`src/rtl/rx_frame.sv`:
```
// rtl/rx_frame.sv - SPI-side receive stage: assembles MOSI bytes into command frames for the ALU.
// Optional checksum byte is enabled with `define RX_CHECKSUM_EN.
module rx_frame #(
  parameter int FRAME_BYTES = 5
) (
  input  logic        clk,
  input  logic        rst_n,
  input  logic        spi_clk,
  input  logic        spi_w,
  input  logic [7:0]  mosi,
  output logic [7:0]  cmd_op,
  output logic [15:0] cmd_a,
  output logic [15:0] cmd_b,
  output logic        cmd_valid,
  input  logic        cmd_ready,
  output logic        rx_busy,
  output logic        frame_err,
  output logic        overrun,
  output logic        chk_err
);

`ifdef RX_CHECKSUM_EN
  localparam int N_BYTES = FRAME_BYTES + 1;
`else
  localparam int N_BYTES = FRAME_BYTES;
`endif
  localparam logic [2:0] LAST = 3'(N_BYTES - 1);

  typedef enum logic [1:0] {IDLE, RECV, DONE} state_t;

  state_t     state, state_nxt;
  logic [2:0] sync;
  logic [1:0] w_pipe;
  logic [2:0] byte_cnt;
  logic [7:0] shift [N_BYTES];
  logic       rise, sample, w_fall, done, chk_bad, load;

  assign rise   = sync[1] & ~sync[2];
  assign sample = rise & spi_w;
  assign w_fall = w_pipe[1] & ~w_pipe[0];

`ifdef RX_CHECKSUM_EN
  assign chk_bad = (shift[0] ^ shift[1] ^ shift[2] ^ shift[3] ^ shift[4]) != shift[5];
`else
  assign chk_bad = 1'b0;
`endif

  // sync[0..1] is the synchronizer, sync[2] holds the previous value for edge detection
  always_ff @(posedge clk or negedge rst_n) begin
    if (!rst_n) begin
      sync   <= '0;
      w_pipe <= '0;
    end else begin
      sync   <= {sync[1:0], spi_clk};
      w_pipe <= {w_pipe[0], spi_w};
    end
  end

  always_ff @(posedge clk or negedge rst_n) begin
    if (!rst_n) state <= IDLE;
    else        state <= state_nxt;
  end

  always_comb begin
    state_nxt = state;
    case (state)
      IDLE:    if (sample) state_nxt = RECV;
      RECV: begin
        if (w_fall)                           state_nxt = IDLE;
        else if (sample && byte_cnt == LAST)  state_nxt = DONE;
      end
      DONE:    state_nxt = IDLE;
      default: state_nxt = IDLE;
    endcase
  end

  always_comb begin
    rx_busy   = (state != IDLE);
    frame_err = (state == RECV) && w_fall;
    done      = (state == DONE);
    load      = done && !chk_bad && (!cmd_valid || cmd_ready);
    overrun   = done && !chk_bad && cmd_valid && !cmd_ready;
`ifdef RX_CHECKSUM_EN
    chk_err   = done && chk_bad;
`else
    chk_err   = 1'b0;
`endif
  end

  always_ff @(posedge clk or negedge rst_n) begin
    if (!rst_n) begin
      byte_cnt <= '0;
      for (int i = 0; i < N_BYTES; i++) shift[i] <= '0;
    end else if (frame_err) begin
      byte_cnt <= '0;
    end else if (sample && state != DONE) begin
      shift[byte_cnt] <= mosi;
      byte_cnt        <= (byte_cnt == LAST) ? 3'd0 : byte_cnt + 3'd1;
    end
  end

  // A new frame may load in the same cycle the held one is accepted
  always_ff @(posedge clk or negedge rst_n) begin
    if (!rst_n) begin
      cmd_op    <= '0;
      cmd_a     <= '0;
      cmd_b     <= '0;
      cmd_valid <= 1'b0;
    end else if (load) begin
      cmd_op    <= shift[0];
      cmd_a     <= {shift[2], shift[1]};
      cmd_b     <= {shift[4], shift[3]};
      cmd_valid <= 1'b1;
    end else if (cmd_valid && cmd_ready) begin
      cmd_valid <= 1'b0;
    end
  end

endmodule

```
`config.mk`:
```
export PLATFORM = sky130hd
export DESIGN_NAME = rx_frame
export DESIGN_NICKNAME = d
export VERILOG_FILES = /design/src/rtl/rx_frame.sv
export SDC_FILE = /design/constraint.sdc
export NUM_CORES = 1
export LEC_CHECK = 0
export CAP_MARGIN = 20
export CORE_ASPECT_RATIO = 0.5
export CORE_MARGIN = 2
export CORE_UTILIZATION = 45
export CTS_CLUSTER_DIAMETER = 60
export DETAILED_ROUTE_END_ITERATION = 8
export HOLD_SLACK_MARGIN = 0.08
export PLACE_DENSITY_LB_ADDON = 0.1
export SYNTH_ARGS = -nofsm -noshare
export SYNTH_HDL_FRONTEND = slang
export SYNTH_SLANG_ARGS = --single-unit
```
`constraint.sdc`:
```
create_clock -name clk -period 1.9 [get_ports clk]
set_input_delay 0.38 -clock clk [delete_from_list [all_inputs] [get_ports clk]]
set_output_delay 0.38 -clock clk [all_outputs]
set_load 0.05 [all_outputs]
```
==> flow_summary.toml, run 1 <==
[outcome]
status = "finished, final reports clean"

[global_routing]
grt_pass1_wl_um = 11000
globalRouteOverflowTotal = 0
antenna_found_initial = 0
grt_pass1_vias = 2212
grt_max_degree = 40
grt_use_total = 0.176

[cts]
clockBufferDepth = 2
clock_latency_ps = 340
cts_root_buffer = "clkbuf_16"
tritoncts = "done"
cts_inserted_buffers = 9
htreeDepth = 3
path_clk_slew_ps = 60
clock-sinks = 91

[cells_and_area]
drive_above_1_share = 0.425
final_cell_mix = "dfrtp_1, mux2_2, dlymetal6s2s_1"
final_cells = 409
nNetsFinal = 311
nFillCells = 552
area_growth_pct = 33.8
insertedDiodeCount = 0
layout_commonest_cell = "dfrtp_1"
fin_util = 0.630
design_area_um2 = 4700

[floorplan]
num_io_pins = 58
die_height_um = 66.5
start_util = 0.471
design.core.area_um2 = 7460
num_rows = 22
die-area_um2 = 8580
chipWidth_um = 129

[min_path]
hp-class = "reg -> reg"
min_from = "sync[0]"
hold_depth = 0
holdPathEnd = "sync[1]"

[placed_design]
io_buffers = 56
place_inst = 390
dpl.hpwl_um = 4640
place_congestion = 0.870
dpl_cell_area_um2 = 4280

[logic_synthesis]
ys_types = 28
synth-simple-area-share = 0.0530
ys_ff_latch = 91
synth_top_area_frac = 0.648
synth_top_area_cell = "dfrtp_1"
yosys_warnings = 0
synth_compound_area_frac = 0.0160
synth_xor_area_frac = 0
synth_top_family_by_area = "multiplexers"
syn_nets = 239
synthMuxAreaShare = 0.256
synthCells = 224
synth.top_cells.by_area = "dfrtp_1, mux2_2, nand4_1"
ys_seq_area_frac = 0.648
synth_adder_area_share = 0.00712
synth_area_um2 = 3510
synth_area_per_cell_um2 = 15.7

[power_and_ir_drop]
power_uw = 5340
power_leakage_uw = 0.00268
p_per_area_nw_per_um2 = 1140
vdd_drop_max_v = 0.000637

[critical_path]
crit_family = "buffers and inverters"
crit_chain = "clkdlybuf4s50_1"
slowest_delay_ps = 800
rr_endpoint = "cmd_a[7]"
cp_data_arrival_time_ps = 1480
path_buf_inv = 1
path_max_fanout = 2
end_kind = "output port"
slowest_stage = "clkdlybuf4s50_1"
r2r_slack_ps = 160
cp.required_ps = 1520
reg2reg_depth = 4
r2r_start = "state[0]"
cp-start-kind = "register"
crit_type = "reg -> out"

[timing]
clock_skew_ps = 4.85
relSlewSlack = 0.659
final-max-slew-violation-count = 0
max_slew.worst_pin.slew_ps = 511
rsz0062_at_grt = "false"
hold_violations = 0
max_freq_ghz = 0.538
final.period_utilization = 0.978
post-route-min-period_ps = 1860
holdWs_ps = 354
setup_violations = 0

[routing]
antenna_left = 0
wl_um = 6650
vias_per_cell = 5.05
num_vias = 2066
first_iter_violations = 110
first_pass_iters = 4
drc_errors = 0
wire_per_inst_um = 16.3

[job]
drv_cap = 0
==> cell families (layout without fill, tap and decap cells) <==
kind of cell               count (synthesis)  after routing
other                                      1              1
adders and majority gates                  2              2
and+or+nand+nor                           27             27
DFF                                       91             91
AOI/OAI and AO/OA                          9              9
muxes                                     80             80
buffers and inverters                     14             91
==> registers in the layout, summed over array words and instances (netlist names) <==
name	cells
byte_cnt	3
sync	3
shift	40
state	2
cmd_valid	1
cmd_b	16
cmd_a	16
cmd_op	8
w_pipe	2
==> final cells by class <==
class,instances,area (µm²),area share
Clock buffer,11,253,0.0537
Timing Repair Buffer,70,759,0.161
Inverter,5,18.8,0.00399
Tap cell,108,135,0.0287
Multi-Input combinational cell,119,1180,0.252
Clock inverter,5,75.1,0.0160
Sequential cell,91,2280,0.484
==> timing repair <==
| action | 4_1_cts | 5_1_grt |
|---|---|---|
| setup buffers | 0 | 2 |
| hold endpoints to repair | 25 | 0 |
| gates resized for setup | 4 | 27 |
| hold buffers | 1 | 0 |
| setup endpoints to repair | 4 | 27 |
==> Yosys cell counts <==
cell type	instances
a21oi_1	3
conb_1	1
nand2_1	2
inv_2	1
nand3b_1	2
and2b_1	1
and3b_1	1
nor3_1	3
clkbuf_1	3
nor4_4	1
buf_2	4
o2111a_1	1
and2_1	1
nor2_1	2
or2_2	1
a31oi_1	1
buf_4	2
nor3b_1	3
mux2_2	80
inv_1	4
nand4bb_1	1
o21ai_0	3
o221ai_1	1
ha_1	2
nand2b_1	2
nand4_1	6
or2b_1	1
dfrtp_1	91
==> stage by stage <==
step	worst slack (ps)	setup TNS, ps
after floorplan	46.8	0
after global placement	-43.7	-1460
after detailed placement	-74.3	-2490
after CTS	0.726	0
after global routing	0.976	0
final	41.0	0
==> worst max path at each step <==
| stage | cells past startpoint | startpoint | to | slack [ps] |
|---|---|---|---|---|
| finish | 1 | cmd_b[14] | cmd_b[14] | 40 |
| global route | 1 | cmd_a[5] | cmd_a[5] | 1 |
| floorplan | 3 | state[0] | overrun | 50 |
| global placement | 5 | spi_w | shift[36] | -40 |
| detailed placement | 5 | spi_w | shift[4] | -70 |
| CTS | 1 | cmd_op[0] | cmd_op[0] | 0.7 |
==> power breakdown <==
part / internal, µW / total, µW / switching [µW]
Combinational: 456 / 840 / 384
Sequential: 2360 / 2600 / 240
Clock: 1220 / 1900 / 682
==> layer usage <==
layer,GRT usage,share of wire
met1,0.220,0.45
met4,0.0666,0.017
met3,0.0699,0.056
met5,0,0
met2,0.278,0.48
Power figures use the tool's default switching activity.
==> run 2: changes to the inputs <==
--- a/config.mk
+++ b/config.mk
@@ -8,9 +8,11 @@
 export CAP_MARGIN = 20
 export CORE_ASPECT_RATIO = 0.5
 export CORE_MARGIN = 2
-export CORE_UTILIZATION = 45
+export CORE_UTILIZATION = 47
+export CTS_BUF_LIST = sky130_fd_sc_hd__clkbuf_16
 export CTS_CLUSTER_DIAMETER = 60
 export DETAILED_ROUTE_END_ITERATION = 8
+export GPL_ROUTABILITY_DRIVEN = 0
 export HOLD_SLACK_MARGIN = 0.08
 export PLACE_DENSITY_LB_ADDON = 0.1
 export SYNTH_ARGS = -nofsm -noshare
==> run 2 against run 1 <==
Effect of this change: final area is 2.2% lower; maximum frequency decreased by 0.50%; register-to-register slack is essentially flat; core utilization about the same; clock-buffer cell count fell by 2; die area decreased by 4.1%; global-route usage increased by 0.12 points; non-clock buffer count is 1 higher; clock skew grew 1.6 ps; clock power shrank 16%; critical endpoint is now cmd_a[8]; highest routed layer unchanged.
==> flow_summary.toml, run 2 (synthesis gave the netlist of run 1 again) <==
[cells_and_area]
design_area_um2 = 4600
final_cell_mix = "dfrtp_1, mux2_2, buf_4"
reg.largest.list = "shift x40, cmd_a x16, cmd_b x16"
seqCellArea_um2 = 2280
fin_util = 0.631
nFillCells = 544
area_growth_pct = 30.9
multiInputGateArea_um2 = 1180
regMostFlops = "shift"
drive_above_1_share = 0.437
final_cells = 398
largest_register_ff_count = 40
layout_commonest_cell = "dfrtp_1"
insertedDiodeCount = 0
nNetsFinal = 312

[routing]
vias_per_cell = 5.17
antenna_left = 0
first_iter_violations = 220
wire_per_inst_um = 16.8
first_pass_iters = 4
wl_um = 6680
num_vias = 2056
drc_errors = 0

[critical_path]
end_kind = "output port"
cp-start-kind = "register"
slowest_delay_ps = 810
crit_family = "buffers and inverters"
path_max_fanout = 2
cp.required_ps = 1520
cp_data_arrival_time_ps = 1490
path_buf_inv = 1
crit_type = "reg -> out"
crit_chain = "clkdlybuf4s50_1"
slowest_stage = "clkdlybuf4s50_1"

[timing]
post-route-min-period_ps = 1870
setup_violations = 0
max_slew.worst_pin.slew_ps = 532
hold_violations = 0
final-max-slew-violation-count = 0
clock_skew_ps = 6.45
max_freq_ghz = 0.535
holdWs_ps = 366
relSlewSlack = 0.645
setup-tns-final_ps = 0
final.period_utilization = 0.983

[cts]
htreeDepth = 3
cts_root_buffer = "clkbuf_16"
cts_inserted_buffers = 9
clockBufferDepth = 2
clock_latency_ps = 340
tritoncts = "done"
clock-sinks = 91
path_clk_slew_ps = 60

[floorplan]
die-area_um2 = 8230
chipWidth_um = 126
die_height_um = 65.1
design.core.area_um2 = 7290
num_rows = 22
start_util = 0.482
num_io_pins = 58

[power_and_ir_drop]
intPower_uw = 3700
vdd_drop_max_v = 0.000507
p_per_area_nw_per_um2 = 1100
seqPwrFrac = 0.518
clock_power_share = 0.315
combPwrFrac = 0.167
power_leakage_uw = 0.00245
p_sw_frac = 0.269
p_sw_uw = 1360

[global_routing]
grt_use_total = 0.177
antenna_found_initial = 0
grt_pass1_vias = 2156
grt_max_degree = 43
grt_pass1_wl_um = 10900
globalRouteOverflowTotal = 0

[placed_design]
dpl.hpwl_um = 4600
place_inst = 381
io_buffers = 56
dpl_cell_area_um2 = 4280

[job]
drv_cap = 0

[outcome]
status = "finished, final reports clean"

[min_path]
hp-class = "reg -> reg"
run 2: cell types whose count changed in the layout (fill, tap and decap cells not counted):
cell             delta
dlygate4sd2_1       -1
clkinv_4            +3
clkinv_1            +1
bufinv_16           -2
clkbuf_8            -2
clkdlybuf4s50_1     +7
clkinv_2            -2
clkinvlp_4          +1
dlymetal6s2s_1     -11
inv_1               +1
buf_4               +6
run 2: final timing paths:
kind / slack [ps] / startpoint / endpoint / cells past startpoint
hold reg to reg: 370 / sync[0] / sync[1] / 0
hold / removal: 370 / sync[0] / sync[1] / 0
max in group asynchronous: 780 / rst_n / state[0] / 3
setup / recovery: 30 / cmd_a[8] / cmd_a[8] / 1
min in group asynchronous: 520 / rst_n / cmd_b[6] / 2
setup reg to reg: 170 / state[1] / shift[14] / 5
run 2: power by group through the flow:
stage          Sequential, µW  Combinational, µW  Clock, µW
2_1_floorplan            2660                504          0
3_3_place_gp             2630                804          0
3_5_place_dp             2650                850          0
4_1_cts                  2620                858       1650
5_1_grt                  2670                922       1730
6_report                 2620                846       1600
run 2: layout make-up:
type                    instances  share of cell area
inverters                       5             0.00408
clock inverters                 7              0.0101
repair buffers                 71               0.158
well taps                      96              0.0261
multi-input cells             119               0.258
flip-flops and latches         91               0.495
clock buffers                   9              0.0490
run 2: stage by stage:
| step | setup WS (ps) | power [µW] |
|---|---|---|
| final | 31.6 | 5060 |
| after global routing | -5.89 | 5320 |
| after CTS | 0.312 | 5120 |
| after detailed placement | -71.5 | 3500 |
| after global placement | -44.4 | 3430 |
| after floorplan | 46.8 | 3160 |
run 2: per-layer routing:
metal	up-vias	global-route usage	wire, µm
met5	-	0	0
met4	0	0.0659	65
met3	6	0.0611	278
met2	42	0.270	3100
met1	1059	0.237	3240
li1	949	-	-
run 2: timing repair:
item / CTS / global route
setup buffers: 0 / 0
endpoints found under the setup margin: 3 / 17
gates resized for setup: 3 / 16
hold endpoints to repair: 31 / 0
hold buffers: 1 / 0
gates cloned: 0 / 0
==> run 3: changes to the inputs <==
--- a/config.mk
+++ b/config.mk
@@ -12,7 +12,6 @@
 export CTS_BUF_LIST = sky130_fd_sc_hd__clkbuf_16
 export CTS_CLUSTER_DIAMETER = 60
 export DETAILED_ROUTE_END_ITERATION = 8
-export GPL_ROUTABILITY_DRIVEN = 0
 export HOLD_SLACK_MARGIN = 0.08
 export PLACE_DENSITY_LB_ADDON = 0.1
 export SYNTH_ARGS = -nofsm -noshare
==> constraint.sdc (replaced) <==
create_clock -name clk -period 1.73 [get_ports clk]
set_input_delay 0.346 -clock clk [delete_from_list [all_inputs] [get_ports clk]]
set_output_delay 0.346 -clock clk [all_outputs]
set_load 0.05 [all_outputs]
==> run 3 against run 2 <==
Effect of this change: global-route usage up 0.60 points; clock-buffer cell count is the same; routed wire length grew 2.1%; cell count grew 0.75%; sequential power increased by 8.0%; largest power group unchanged; critical path depth is 2 higher; largest cell class unchanged.
==> flow_summary.toml, run 3 (synthesis gave the netlist of run 1 again) <==
[critical_path]
reg2reg_depth = 5
crit_type = "reg -> out"
r2r_slack_ps = 80
path_max_fanout = 7
r2r_start = "state[0]"
rr_endpoint = "shift[20]"
cp_data_arrival_time_ps = 1350
end_kind = "output port"
cp-start-kind = "register"
cp.required_ps = 1380

[cts]
cts_root_buffer = "clkbuf_16"
clock-sinks = 91
tritoncts = "done"
clockBufferDepth = 2
cts_inserted_buffers = 9
path_clk_slew_ps = 60
htreeDepth = 3
clock_latency_ps = 330

[floorplan]
start_util = 0.482
die-area_um2 = 8230
die_height_um = 65.1
num_rows = 22
chipWidth_um = 126
design.core.area_um2 = 7290
num_io_pins = 58

[outcome]
status = "finished, final reports clean"

[cells_and_area]
reg.largest.list = "shift x40, cmd_a x16, cmd_b x16"
insertedDiodeCount = 0
nNetsFinal = 315
area_growth_pct = 31.3
regMostFlops = "shift"
largest_register_ff_count = 40
design_area_um2 = 4620
final_cell_mix = "dfrtp_1, mux2_2, buf_4"
nFillCells = 555
layout_commonest_cell = "dfrtp_1"
drive_above_1_share = 0.541

[min_path]
min_from = "sync[0]"
holdPathEnd = "sync[1]"
hp-class = "reg -> reg"
hold_depth = 0

[timing]
post-route-min-period_ps = 1700
max_freq_ghz = 0.589
final.period_utilization = 0.981
hold_violations = 0
setup-tns-final_ps = 0
holdWs_ps = 351
setup_violations = 0
rsz0062_at_grt = "true"
clock_skew_ps = 4.61
final-max-slew-violation-count = 0

[global_routing]
grt_pass1_vias = 2145
antenna_found_initial = 0
grt_pass1_wl_um = 11100
grt_use_total = 0.183
grt_max_degree = 36
globalRouteOverflowTotal = 0

[routing]
first_iter_violations = 146
first_pass_iters = 4
wire_per_inst_um = 17.0
wl_um = 6820
drc_errors = 0
vias_per_cell = 5.15
num_vias = 2067
antenna_left = 0

[placed_design]
place_congestion = 0.834
io_buffers = 56
dpl_cell_area_um2 = 4230
dpl.hpwl_um = 4640

[power_and_ir_drop]
power_uw = 5970
p_per_area_nw_per_um2 = 1290
power_leakage_uw = 0.00229
vdd_drop_max_v = 0.000619

[job]
drv_cap = 0
run 3: report_power, final:
part / switching (µW) / internal, µW / leakage [µW] / total (µW)
registers: 233 / 2600 / 0.00121 / 2830
logic: 468 / 529 / 0.000910 / 997
clock network: 745 / 1390 / 0.000168 / 2140
run 3: worst max path at each step:
stage	from	endpoint	cells after the start
after floorplan	cmd_valid	cmd_a[0]	5
after global placement	spi_w	shift[15]	5
after detailed placement	spi_w	shift[13]	5
after CTS	state[0]	overrun	3
after global routing	state[0]	overrun	3
final	state[0]	overrun	3
run 3: layout make-up:
cell class / instances / area, µm² / share of cell area
Clock buffer: 9 / 225 / 0.0488
Clock inverter: 7 / 108 / 0.0233
Inverter: 5 / 21.3 / 0.00461
Multi-Input combinational cell: 119 / 1200 / 0.261
Sequential cell: 91 / 2280 / 0.494
Tap cell: 96 / 120 / 0.0260
Timing Repair Buffer: 74 / 661 / 0.143
run 3: worst max-delay path: stages (launching register included):
cell	delay, ps
dfrtp_2	450
or2b_4	310
nor2_4	110
buf_12	140
run 3: per-layer routing:
| metal | vias up | wire length, µm | global-route usage |
|---|---|---|---|
| li1 | 953 | - | - |
| met4 | 0 | 48 | 0.0495 |
| met1 | 1063 | 3090 | 0.229 |
| met5 | - | 0 | 0 |
| met3 | 5 | 395 | 0.0700 |
| met2 | 46 | 3290 | 0.303 |
run 3: timing repair:
item                                    4_1_cts  5_1_grt
pin swaps                                     1        0
endpoints found under the setup margin        2       41
resized for setup                             6        1
hold buffers                                  1        0
endpoints found under the hold margin        33        0
setup buffers                                 0        2
run 3: metrics by stage:
| stage | setup WS [ps] | std cells | util |
|---|---|---|---|
| 2_1_floorplan | 65.4 | 224 | - |
| 3_3_place_gp | -145 | 382 | 0.580 |
| 3_5_place_dp | -184 | 382 | 0.580 |
| 4_1_cts | -3.49 | 399 | 0.631 |
| 5_1_grt | -16.4 | 401 | 0.633 |
| 6_report | 33.5 | 401 | 0.633 |
==> edit: new RTL, settings of run 3 <==
Put a register stage on the output `overrun`, cleared by the reset. The value now appears one clock later. The other outputs are not delayed to match.
--- a/src/rtl/rx_frame.sv
+++ b/src/rtl/rx_frame.sv
@@ -28,4 +28,6 @@
 
   typedef enum logic [1:0] {IDLE, RECV, DONE} state_t;
+
+  logic overrun_d;
 
   state_t     state, state_nxt;
@@ -80,5 +82,5 @@
     done      = (state == DONE);
     load      = done && !chk_bad && (!cmd_valid || cmd_ready);
-    overrun   = done && !chk_bad && cmd_valid && !cmd_ready;
+    overrun_d = done && !chk_bad && cmd_valid && !cmd_ready;
 `ifdef RX_CHECKSUM_EN
     chk_err   = done && chk_bad;
@@ -117,4 +119,12 @@
   end
 
+  always_ff @(posedge clk or negedge rst_n) begin
+    if (!rst_n) begin
+      overrun <= '0;
+    end else begin
+      overrun <= overrun_d;
+    end
+  end
+
 endmodule
 
Function: no difference found for any inputs over 10 cycles, from zero or initial values and one cycle with rst_n low; that may be too few to reach the edited logic, so the function may still have changed.
==> edit against run 3 <==
Cell count down 0.75%. Clock skew is 0.0010 ns lower. Area after synthesis rose by 0.71%. Global-route usage decreased by 0.49 points. Design area decreased by 2.7%. Hold slack better by 0.0014 ns. Routed wire length fell by 4.9%. Worst setup slack better by 0.035 ns. Sequential cell count increased by 1. Total power down 7.7%. Critical path type is now flop to flop. Highest routed layer unchanged.
==> edit: results (changes against run 3) <==
[pwr]
p_seq_share_pct = 51.8  ; was 47.4%
comb_cell_power_uw = 977  ; was 997 uW
switchingPower_mw = 1.424  ; was 1.446 mW

[logic_synthesis]
synth_nets = 240  ; was 239
ys_ff_latch = 92  ; was 91

[critical_path]
cp_top_family = simple AND/OR/NAND/NOR gates  ; was flip-flops
r2r.worst_path.cells = 4  ; was 5
crit_end = shift[13]$_DFFE_PN0P_  ; was overrun
cp_slowest_stage_delay_ns = 0.43  ; was 0.45 ns

[global_route]
grt_max_degree = 93  ; was 36
met3_usage_pct = 6.189  ; was 7.003%
grt_use_met1_pct = 22.32  ; was 22.89%
track_usage_pct = 17.79  ; was 18.28%
grt_pass1_wl_mm = 10.84  ; was 11.12 mm
grt_pass1_vias = 2150  ; was 2145

[placed_design]
dpl_cell_area_sq_mm = 0.004203  ; was 0.004228 sq mm
placed_cells = 380  ; was 382
dpl_worst_slack_ns = -0.2422  ; was -0.1837 ns
gp_congestion = 0.7511  ; was 0.8341

[route]
wl_mm = 6.486  ; was 6.821 mm
drt_iter0_drc = 82  ; was 146
routed-wl-met3_um = 330  ; was 395 um
wl_per_cell_um = 16.30  ; was 17.01 um
dr_wl_met2_mm = 3.018  ; was 3.287 mm
wl_met1_mm = 3.031  ; was 3.089 mm

[timing]
clock_skew_ns = 0.003573  ; was 0.004609 ns
timing.final.ws_setup_ns = 0.06894  ; was 0.03347 ns

[finish]
nFillCells = 579  ; was 555
nets = 312  ; was 315
drive_above_1_share_pct = 51.66  ; was 54.10%
final_core_util_pct = 61.36  ; was 63.28%

[run_status]
status = complete, no violations  ; unchanged

==> edit: changes by cell type after synthesis, sizes merged <==
cell | before | now
dfrtp | 91 | 92
==> edit: layout make-up <==
cell class / instances / share of cell area (%)
Sequential cell: 92 / 51.29
Multi-Input combinational cell: 119 / 26.51
Timing Repair Buffer: 70 / 13.48
Clock buffer: 9 / 5.013
Tap cell: 96 / 2.673
Clock inverter: 7 / 0.6126
Inverter: 5 / 0.4177
==> edit: logic make-up after synthesis <==
group / Yosys count / share of synthesized area [%]
compound gates: 9 / 1.591
mux: 80 / 25.45
flops: 92 / 65.04
other cells: 1 / 0.1059
buf+inv: 14 / 1.838
simple gates: 27 / 5.267
fa+ha+maj: 2 / 0.7069
==> edit: timing repair <==
item | in CTS | in global routing
buffers inserted | 1 | 0
endpoints found under the setup margin | 1 | 47
gates resized for setup | 2 | 2
endpoints found under the hold margin | 92 | 0
hold buffers | 1 | 0
